File: src/rtl/instr_buf_pkg.sv
// Shared types and default sizing for the instruction prefetch buffer.
package instr_buf_pkg;

  localparam int DEF_XLEN  = 32;
  localparam int DEF_DEPTH = 4;

  typedef struct packed {
    logic [DEF_XLEN-1:0] pc;
    logic [DEF_XLEN-1:0] instr;
  } instr_entry_t;

endpackage

File: src/rtl/instr_prefetch_buffer.sv
// DEPTH-entry FIFO of fetched instructions tagged with their PC, with
// valid/ready on both sides and a synchronous flush for redirects.
module instr_prefetch_buffer
  import instr_buf_pkg::*;
#(
  parameter int XLEN  = DEF_XLEN,
  parameter int DEPTH = DEF_DEPTH,
  parameter int CW    = $clog2(DEPTH + 1)
) (
  input  logic            clk,
  input  logic            reset,
  input  logic            flush,
  input  logic            in_valid,
  output logic            in_ready,
  input  logic [XLEN-1:0] in_instr,
  input  logic [XLEN-1:0] in_pc,
  output logic            out_valid,
  input  logic            out_ready,
  output logic [XLEN-1:0] out_instr,
  output logic [XLEN-1:0] out_pc,
  output logic [CW-1:0]   count
);

  localparam int PW = $clog2(DEPTH);

  // Same {pc, instr} layout as instr_entry_t, sized by this instance's XLEN.
  typedef struct packed {
    logic [XLEN-1:0] pc;
    logic [XLEN-1:0] instr;
  } entry_t;

  entry_t        mem [DEPTH];
  logic [PW-1:0] wr_ptr;
  logic [PW-1:0] rd_ptr;
  logic          push;
  logic          pop;
  logic          full;

  assign full      = (count == CW'(DEPTH));
  assign in_ready  = !full && !flush;
  assign out_valid = (count != '0);
  assign push      = in_valid && in_ready;
  assign pop       = out_valid && out_ready && !flush;

  assign out_instr = out_valid ? mem[rd_ptr].instr : '0;
  assign out_pc    = out_valid ? mem[rd_ptr].pc    : '0;

  // DEPTH is a power of two, so pointers wrap naturally.
  always_ff @(posedge clk or posedge reset) begin
    if (reset) begin
      wr_ptr <= '0;
      rd_ptr <= '0;
      count  <= '0;
    end else if (flush) begin
      wr_ptr <= '0;
      rd_ptr <= '0;
      count  <= '0;
    end else begin
      if (push) wr_ptr <= wr_ptr + PW'(1);
      if (pop)  rd_ptr <= rd_ptr + PW'(1);
      if (push && !pop)      count <= count + CW'(1);
      else if (pop && !push) count <= count - CW'(1);
    end
  end

  always_ff @(posedge clk) begin
    if (push) mem[wr_ptr] <= '{pc: in_pc, instr: in_instr};
  end

endmodule

File: config.mk
export PLATFORM = sky130hd
export DESIGN_NAME = instr_prefetch_buffer
export DESIGN_NICKNAME = d
export VERILOG_FILES = /design/src/rtl/instr_buf_pkg.sv /design/src/rtl/instr_prefetch_buffer.sv
export SDC_FILE = /design/constraint.sdc
export NUM_CORES = 1
export LEC_CHECK = 0
export CORE_AREA = 8 8 160 162
export CTS_BUF_LIST = sky130_fd_sc_hd__clkbuf_4
export CTS_CLUSTER_DIAMETER = 40
export DETAILED_ROUTE_END_ITERATION = 8
export DIE_AREA = 0 0 168 170
export GPL_TIMING_DRIVEN = 0
export HOLD_SLACK_MARGIN = 0.06
export PLACE_DENSITY = 0.77
export REMOVE_ABC_BUFFERS = 1
export SLEW_MARGIN = 20
export SYNTH_ARGS = -nofsm -noshare
export SYNTH_HDL_FRONTEND = slang
export SYNTH_SLANG_ARGS = --single-unit
File: constraint.sdc
create_clock -name clk -period 8.5 [get_ports clk]
set_input_delay 2.125 -clock clk [delete_from_list [all_inputs] [get_ports clk]]
set_output_delay 2.125 -clock clk [all_outputs]
set_load 0.02 [all_outputs]
# ---- After elaboration in Yosys (flattened, before gate mapping)
# Memory sizes are Yosys's and may differ from the RTL's.
# Cells that the tools add are included.
dict set report word_totals {
  memories 1
  ram_bits 256
  in_bits 69
  ff_bits 7
}
# name depth width read_ports rd_clocked_by_memory_dff write_ports line_no
set mem_list {}
lappend mem_list {mem 4 64 1 0 1 instr_prefetch_buffer.sv:32} ;# entry_t mem [DEPTH];
dict set report classes {
  addsub 4
  muxes 11
  n_eq_ne 1
  reduce_logical 14
}
# op count
set op_table {}
lappend op_table {{two-way mux 32 bit} 2}
lappend op_table {{two-way mux 3 bit} 3}
lappend op_table {{two-way mux 2 bit} 4}
lappend op_table {{logical AND 1 bit} 6}
lappend op_table {{nonzero test 3 bit} 2}
lappend op_table {{adder 2 x 1 -> 2 bit, second input constant} 2}
lappend op_table {{logical NOT 1 bit} 4}
lappend op_table {{nonzero test 2 bit} 2}
lappend op_table {{adder 3 x 1 -> 3 bit, second input constant} 1}
lappend op_table {{== test 3 bit, second input constant} 1}
lappend op_table {{subtractor 3 x 1 -> 3 bit, second input constant} 1}
lappend op_table {{two-way mux 1 bit} 2}

# ---- Depth between registers and ports, before layout
# Gate-level depths: netlist of run 1.
dict set report logic_depth {
  word_depth 9
  depth_mapped 9
  depth_no_buf 8
}

# ---- Worst setup path after synthesis of run 1
# OpenSTA, ideal clock, no wires.
dict set report synth_timing {
  path_type {in2out}
  from {input flush}
  to {output in_ready}
  slack_ps 3725
  t_arrival_ps 2650
  path_stages 2
  cell_sequence {clkbuf_1 a21oi_1}
}
dict set report synth_between {
  elab_chain_cells 2
}
# element line_no
set synth_lines {}
lappend synth_lines {{start: declaration} instr_prefetch_buffer.sv:12} ;# input logic flush,
lappend synth_lines {{logical NOT 1 bit} instr_prefetch_buffer.sv:40} ;# assign in_ready = !full && !flush;
lappend synth_lines {{logical AND 1 bit} instr_prefetch_buffer.sv:40}
lappend synth_lines {{end: declaration} instr_prefetch_buffer.sv:14} ;# output logic in_ready,
# No other way between the ends.

# ---- Worst setup path in the final report of run 1
# Same ends and word-level chain as after synthesis.

==> reports/qor.csv, run 1 <==
stage,metric,value,unit
outcome,outcome,finished clean,
finish,# fillers,1761,
synthesis,Async SR Flop Fraction,2.66,%
cts,htree depth,3,
synthesis,Synth Instances,466,
routing,Post-DRT Antenna Nets,0,
timing,fmax,176,MHz
timing,period utilisation layout,66.8,%
timing,minimum clock period,5.68,ns
synthesis,Synth Cell Area,0.0102,sq mm
run,number of max-cap violations,0,
global_routing,grt ovf,0,
floorplanning,I/O pin total,138,
cts,clk slew on worst S/H paths,0.06,ns
routing,1st-pass router iterations,5,
synthesis,Synth Register Bits,263,
power_and_ir_drop,PD cells,276,mW/mm^2
routing,# DRC,0,
timing,unrepaired setup endpoints after global routing,no,
timing,"Slew Viols, Final",0,
synthesis,sequential element share of the synthesized area,77.1,%
cts,CTS Hold Bufs,0,
cts,Max clock buf depth,3,
floorplanning,core box area,0.0231,sq mm
power_and_ir_drop,Design Power,0.00355,W
placed_design,placed cell count,875,
timing,worst relative slew slack,52.6,%
cts,clk root buf,clkbuf_4,
cts,CTS tree,built,
placed_design,buffers added on ports,137,
cts,CTS Buf Count,70,
power_and_ir_drop,maximum VDD drop,257,uV
finish,Final Cell Area,0.0129,sq mm
floorplanning,Cell Rows,56,
synthesis,number of flops mapped to enable cells by yosys,256,
routing,DR vias/cell,5.18,
global_routing,initial antenna violation count,0,
cts,postcts setup bufs,0,
floorplanning,Die X,168,um
critical_path,kind of start point of the critical path,input pin,
finish,share of layout cells above drive strength 1,26.7,%
timing,Max Clock Skew,0.0283,ns
global_routing,first-pass GRT wire length,31300,um
global_routing,Global Route Usage Sum,14.1,%
global_routing,largest net degree at the start of global routing,68,
critical_path,WP data required,6.38,ns
timing,Final Hold Fails,0,
routing,total routed wirelength,19700,um
synthesis,syn_area_per_cell,21.9,sq um
synthesis,Most used DFF post-synth,edfxtp_1,
min_path,Hold Crit Class,reg2reg,
routing,initial DRC count,235,
cts,post-CTS sizing,0,
placed_design,RePlAce Congestion,0.760,
floorplanning,die height,170,um
synthesis,Synth Warn #,0,
synthesis,"count leader, synth",edfxtp_1,
floorplanning,die area,0.0286,sq mm
critical_path,CP arrival,3.56,ns
critical_path,critical path class,in2out,
finish,Nets,731,
timing,Total Negative Setup Slacks,0,ns
finish,Layout area overhead,26.2,%
routing,DR WL/cell,19.7,um
global_routing,vias in the first global route,6066,
cts,Worst-Skew Late Latency,0.63,ns
floorplanning,Starting Density,44.2,%
synthesis,synth unique cells,28,
finish,filler-free cell count of the finished design,999,
placed_design,Post-DP Area,0.0120,sq mm
power_and_ir_drop,Leak,4.20,nW
critical_path,Critical Path End Type,output pin,
synthesis,Yosys top cell area share,75.4,%
placed_design,post-detail-place hpwl,11700,um
synthesis,Synth area leaders,"edfxtp_1 75%, mux4_2 14%, and2_1 4.2%",
cts,clock sink total,263,
synthesis,"area leader, netlist",edfxtp_1,
synthesis,Commonest cells post-synth,"256 x edfxtp_1, 69 x and2_1, 64 x mux4_2",
routing,Via Count,5173,
timing,# setup viols final,0,
timing,worst hold slack,0.625,ns
critical_path,crit-path max FO,10,
timing,measured slew at the worst slew-check pin,0.712,ns
kinds of logic after synthesis:
family	Yosys count	synth area share [%]
AO/OA/AOI/OAI	9	0.638
multiplexers	66	14.3
adder cells (fa/ha/maj)	5	0.687
buffers and inverters	31	1.67
XOR/XNOR	6	0.516
flip-flops	263	77.1
AND/OR/NAND/NOR	86	5.03
registers in the layout (all words and copies together), names as in the netlist:
name / cells
mem: 256
rd_ptr: 2
wr_ptr: 2
count: 3
per-stage QoR:
stage	worst slack [ns]	utilization [%]
4_1_cts	2.82	55.8
3_3_place_gp	1.28	51.1
3_5_place_dp	2.84	51.9
6_report	2.82	55.8
2_1_floorplan	2.90	-
5_1_grt	2.76	55.8
cell usage in the layout (no fill, tap or decap), drive strengths merged, types with 2 or more instances in the layout:
| cell | n |
|---|---|
| a21oi | 3 |
| and2 | 69 |
| buf | 7 |
| bufinv | 2 |
| clkbuf | 104 |
| clkdlybuf4s50 | 137 |
| clkinv | 14 |
| dfrtp | 7 |
| edfxtp | 256 |
| ha | 4 |
| inv | 9 |
| mux2i | 2 |
| mux4 | 64 |
| nand2 | 5 |
| nand3 | 2 |
| nor2 | 6 |
| o31ai | 2 |
| xnor2 | 3 |
| xor2 | 3 |
power by group:
group | internal [W] | switching, W
clock network | 0.000620 | 0.000474
logic | 0.000467 | 0.000454
registers | 0.00150 | 0.0000378
path summary, 6_finish.rpt:
path,start,to,slack (ns),cells past startpoint
max reg2reg,count[2],count[2],5.66,8
max in group asynchronous,reset,rd_ptr[0],6.47,2
min,wr_ptr[0],wr_ptr[0],0.63,2
max,flush,in_ready,2.82,3
min reg2reg,wr_ptr[0],wr_ptr[0],0.63,2
min in group asynchronous,reset,rd_ptr[1],1.77,2
cell type report:
class | count | area, sq um | area share [%]
inverter | 6 | 22.5 | 0.175
timing repair buffer | 144 | 1530 | 11.9
tap | 290 | 363 | 2.82
multi-input combinational | 172 | 2170 | 16.9
sequential | 263 | 7870 | 61.2
antenna | 1 | 2.50 | 0.0195
clock buffer | 104 | 781 | 6.07
clock inverter | 19 | 125 | 0.973
routing by layer:
| layer | GRT usage [%] | vias up | part of all wire (%) |
|---|---|---|---|
| li1 | - | 2307 | - |
| met1 | 16.1 | 2680 | 40 |
| met2 | 24.4 | 161 | 53 |
| met3 | 4.33 | 25 | 6.2 |
| met4 | 6.02 | 0 | 1.3 |
| met5 | 0 | - | 0 |
worst max-delay path, stage by stage:
cell,delay [ns]
clkdlybuf4s50_1,0.58
a21oi_1,0.22
clkdlybuf4s50_1,0.63
Note: power is estimated with default switching activity, not from simulation.
==> inputs of run 2 (changes only) <==
==> constraint.sdc (replaced) <==
create_clock -name clk -period 5.3 [get_ports clk]
set_input_delay 1.325 -clock clk [delete_from_list [all_inputs] [get_ports clk]]
set_output_delay 1.325 -clock clk [all_outputs]
set_load 0.02 [all_outputs]
==> results of run 2 <==
The final DEF is identical to that of run 1. Status: finished clean.
Main changes from that run: setup slack after placement 2.84 ns -> 1.24 ns; setup slack after layout 2.82 ns -> 1.21 ns; start point of the critical path flush -> count[2]; end point of the critical path in_ready -> out_instr[29]; register-to-register setup slack 5.66 ns -> 2.46 ns; total power 0.00355 W -> 0.00569 W; worst IR drop on VDD 257 uV -> 412 uV
==> inputs of run 3 (changes only) <==
--- a/config.mk
+++ b/config.mk
@@ -12,7 +12,7 @@
 export DIE_AREA = 0 0 168 170
 export GPL_TIMING_DRIVEN = 0
 export HOLD_SLACK_MARGIN = 0.06
-export PLACE_DENSITY = 0.77
+export PLACE_DENSITY = 0.79
 export REMOVE_ABC_BUFFERS = 1
 export SLEW_MARGIN = 20
 export SYNTH_ARGS = -nofsm -noshare
==> constraint.sdc (replaced) <==
create_clock -name clk -period 3.6 [get_ports clk]
set_input_delay 0.9 -clock clk [delete_from_list [all_inputs] [get_ports clk]]
set_output_delay 0.9 -clock clk [all_outputs]
set_load 0.02 [all_outputs]
==> run 3 against run 2 <==
  * Global-route usage grew 0.81 points
  * Clock power grew 39%
  * Via count shrank 0.75%
  * First-iteration DRC count grew 11%
  * Total power grew 45%
  * Largest power group unchanged
  * Register-to-register slack lost 1.6 ns
  * Sequential cell count is the same
  * Sequential power grew 47%
  * Non-clock buffer count grew 10
  * Hold slack lost 0.10 ns
==> reports/qor.csv, run 3 (synthesis gave the netlist of run 1 again) <==
stage,metric,value,unit,change
global_routing,largest net degree at the start of global routing,35,,-49%
timing,period utilisation layout,96.7,%,
routing,# DRC,0,,unchanged
cts,htree depth,3,,unchanged
global_routing,vias in the first global route,5893,,-2.9%
cts,clk slew on worst S/H paths,0.07,ns,about the same
routing,Post-DRT Antenna Nets,0,,unchanged
timing,Max Clock Skew,0.0407,ns,+0.0124 ns
finish,max reg flops,256,,unchanged
cts,CTS tree,built,,
global_routing,first-pass GRT wire length,32400,um,+3.5%
placed_design,pre-CTS WS,0.259,ns,
timing,"Worst Setup Slack, final",0.119,ns,
critical_path,crit-path max FO,16,,
finish,# diodes,0,,-1
routing,DR WL/cell,21.0,um,+6.3%
timing,Final Hold Fails,0,,unchanged
critical_path,WP data required,2.70,ns,
cts,CTS Buf Count,67,,-4.3%
global_routing,initial antenna violation count,0,,unchanged
power_and_ir_drop,Leak,4.61,nW,+9.9%
finish,Largest Register,mem,,
critical_path,Critical Path End Type,output pin,,
outcome,outcome,finished clean,,
routing,total routed wirelength,20900,um,+6.0%
critical_path,critical path cell sequence,buf_16 -> mux4_2 -> and2_1 -> clkdlybuf4s50_1,,
finish,Layout area overhead,27.2,%,
placed_design,post-detail-place hpwl,11900,um,+1.5%
run,number of max-cap violations,0,,unchanged
global_routing,Global Route Usage Sum,14.9,%,+0.81 points
finish,share of layout cells above drive strength 1,27.8,%,+1.1 points
routing,DR vias/cell,5.15,,-0.45%
power_and_ir_drop,maximum VDD drop,374,uV,
timing,measured slew at the worst slew-check pin,0.523,ns,-0.188 ns
finish,"commonest non-fill, non-tap cell in the layout",edfxtp_1,,
floorplanning,I/O pin total,138,,unchanged
min_path,Hold Crit Class,in2async,,
cts,clk root buf,clkbuf_4,,
timing,fmax,287,MHz,
finish,most used cells in the layout excluding fill and tap cells,"256 x edfxtp_1, 98 x clkbuf_4, 88 x clkdlybuf4s50_1",,
timing,worst hold slack,0.524,ns,-0.101 ns
routing,1st-pass router iterations,4,,-1
placed_design,buffers added on ports,137,,unchanged
floorplanning,die height,170,um,unchanged
finish,final core occ,56.3,%,+0.46 points
power_and_ir_drop,PD cells,636,mW/mm^2,
cts,clock sink total,263,,unchanged
global_routing,grt ovf,0,,unchanged
routing,initial DRC count,262,,+11%
floorplanning,die area,0.0286,sq mm,unchanged
critical_path,"Max stage delay cell, worst path",clkdlybuf4s50_1,,
timing,worst relative slew slack,65.1,%,+13 points
timing,minimum clock period,3.48,ns,
timing,# setup viols final,0,,unchanged
floorplanning,Starting Density,44.2,%,unchanged
cts,Worst-Skew Late Latency,0.64,ns,about the same
placed_design,RePlAce Congestion,0.761,,about the same
critical_path,CP peak stage delay,0.54,ns,
timing,"Slew Viols, Final",0,,unchanged
critical_path,kind of start point of the critical path,flip-flop,,
finish,top flop regs,"mem: 256 flops, count: 3 flops",,
floorplanning,Die X,168,um,unchanged
floorplanning,core box area,0.0231,sq mm,unchanged
critical_path,CP arrival,2.58,ns,
floorplanning,Cell Rows,56,,unchanged
routing,Via Count,5134,,-0.75%
cts,Max clock buf depth,3,,unchanged
timing,unrepaired setup endpoints after global routing,no,,
critical_path,critical path class,reg2out,,
finish,Nets,739,,+1.1%
## run 3: cell types whose count changed in the layout (fill, tap and decap cells not counted), moves of 2 or more
cell,before,now
buf_4,0,4
clkbuf_4,104,98
clkdlybuf4s50_1,137,88
dlymetal6s2s_1,0,19
buf_16,2,4
buf_12,5,7
clkinv_4,0,2
dlygate4sd2_1,0,30
clkinv_1,13,5
## run 3: layout make-up
| class | count | area, sq um |
|---|---|---|
| flip-flops and latches | 263 | 7870 |
| clock buffers | 98 | 736 |
| well taps | 290 | 363 |
| fillers | 1767 | 10100 |
| multi-input cells | 173 | 2180 |
| repair buffers | 154 | 1710 |
| inverters | 6 | 22.5 |
| clock inverters | 12 | 86.3 |
## run 3: repair_timing
item / in CTS / in global routing
pin swaps: 1 / 0
hold buffers: 0 / 0
setup buffers: 8 / 0
setup endpoints to repair: 64 / 19
gates resized for setup: 35 / 19
cloned: 3 / 0
## run 3: final timing paths
| kind | start | to | slack, ns | cells after the start |
|---|---|---|---|---|
| setup / recovery | rd_ptr[0] | out_pc[3] | 0.12 | 4 |
| hold / removal | reset | rd_ptr[0] | 0.52 | 2 |
| setup reg to reg | count[1] | count[2] | 0.85 | 8 |
| hold reg to reg | wr_ptr[0] | wr_ptr[0] | 0.63 | 2 |
| max in group asynchronous | reset | count[2] | 2.81 | 2 |
| min in group clk | wr_ptr[0] | wr_ptr[0] | 0.63 | 2 |
## run 3: critical path, delay by kind of cell (launching register included)
kind,cells,cell delay [ns]
simple gates,1,0.17
flops,1,0.52
mux,1,0.51
buf+inv,2,0.74
## run 3: metal layers
| metal | vias to the layer above | GRT usage, % | wire, um |
|---|---|---|---|
| met2 | 158 | 25.6 | 10900 |
| met4 | 0 | 5.32 | 237 |
| met5 | - | 0 | 0 |
| met1 | 2632 | 17.5 | 8640 |
| li1 | 2321 | - | - |
| met3 | 23 | 4.77 | 1160 |
## run 3: through the flow
step	TNS [ns]	std cells	cell area (sq um)	power, W
after floorplan	-49.58	441	10000	0.00492
after global placement	-510.11	868	11800	0.00588
after detailed placement	0	875	11900	0.00590
after CTS	-0.00327	996	12900	0.00843
after global routing	0	996	13000	0.00868
final	0	996	13000	0.00825
## run 3: report_power, final
| part | switching (W) | internal (W) | leakage, nW | total [W] |
|---|---|---|---|---|
| logic | 0.00113 | 0.00108 | 1.70 | 0.00221 |
| registers | 0.0000780 | 0.00354 | 2.41 | 0.00361 |
| clock network | 0.00111 | 0.00132 | 0.494 | 0.00243 |
| total | 0.00232 | 0.00593 | 4.61 | 0.00825 |
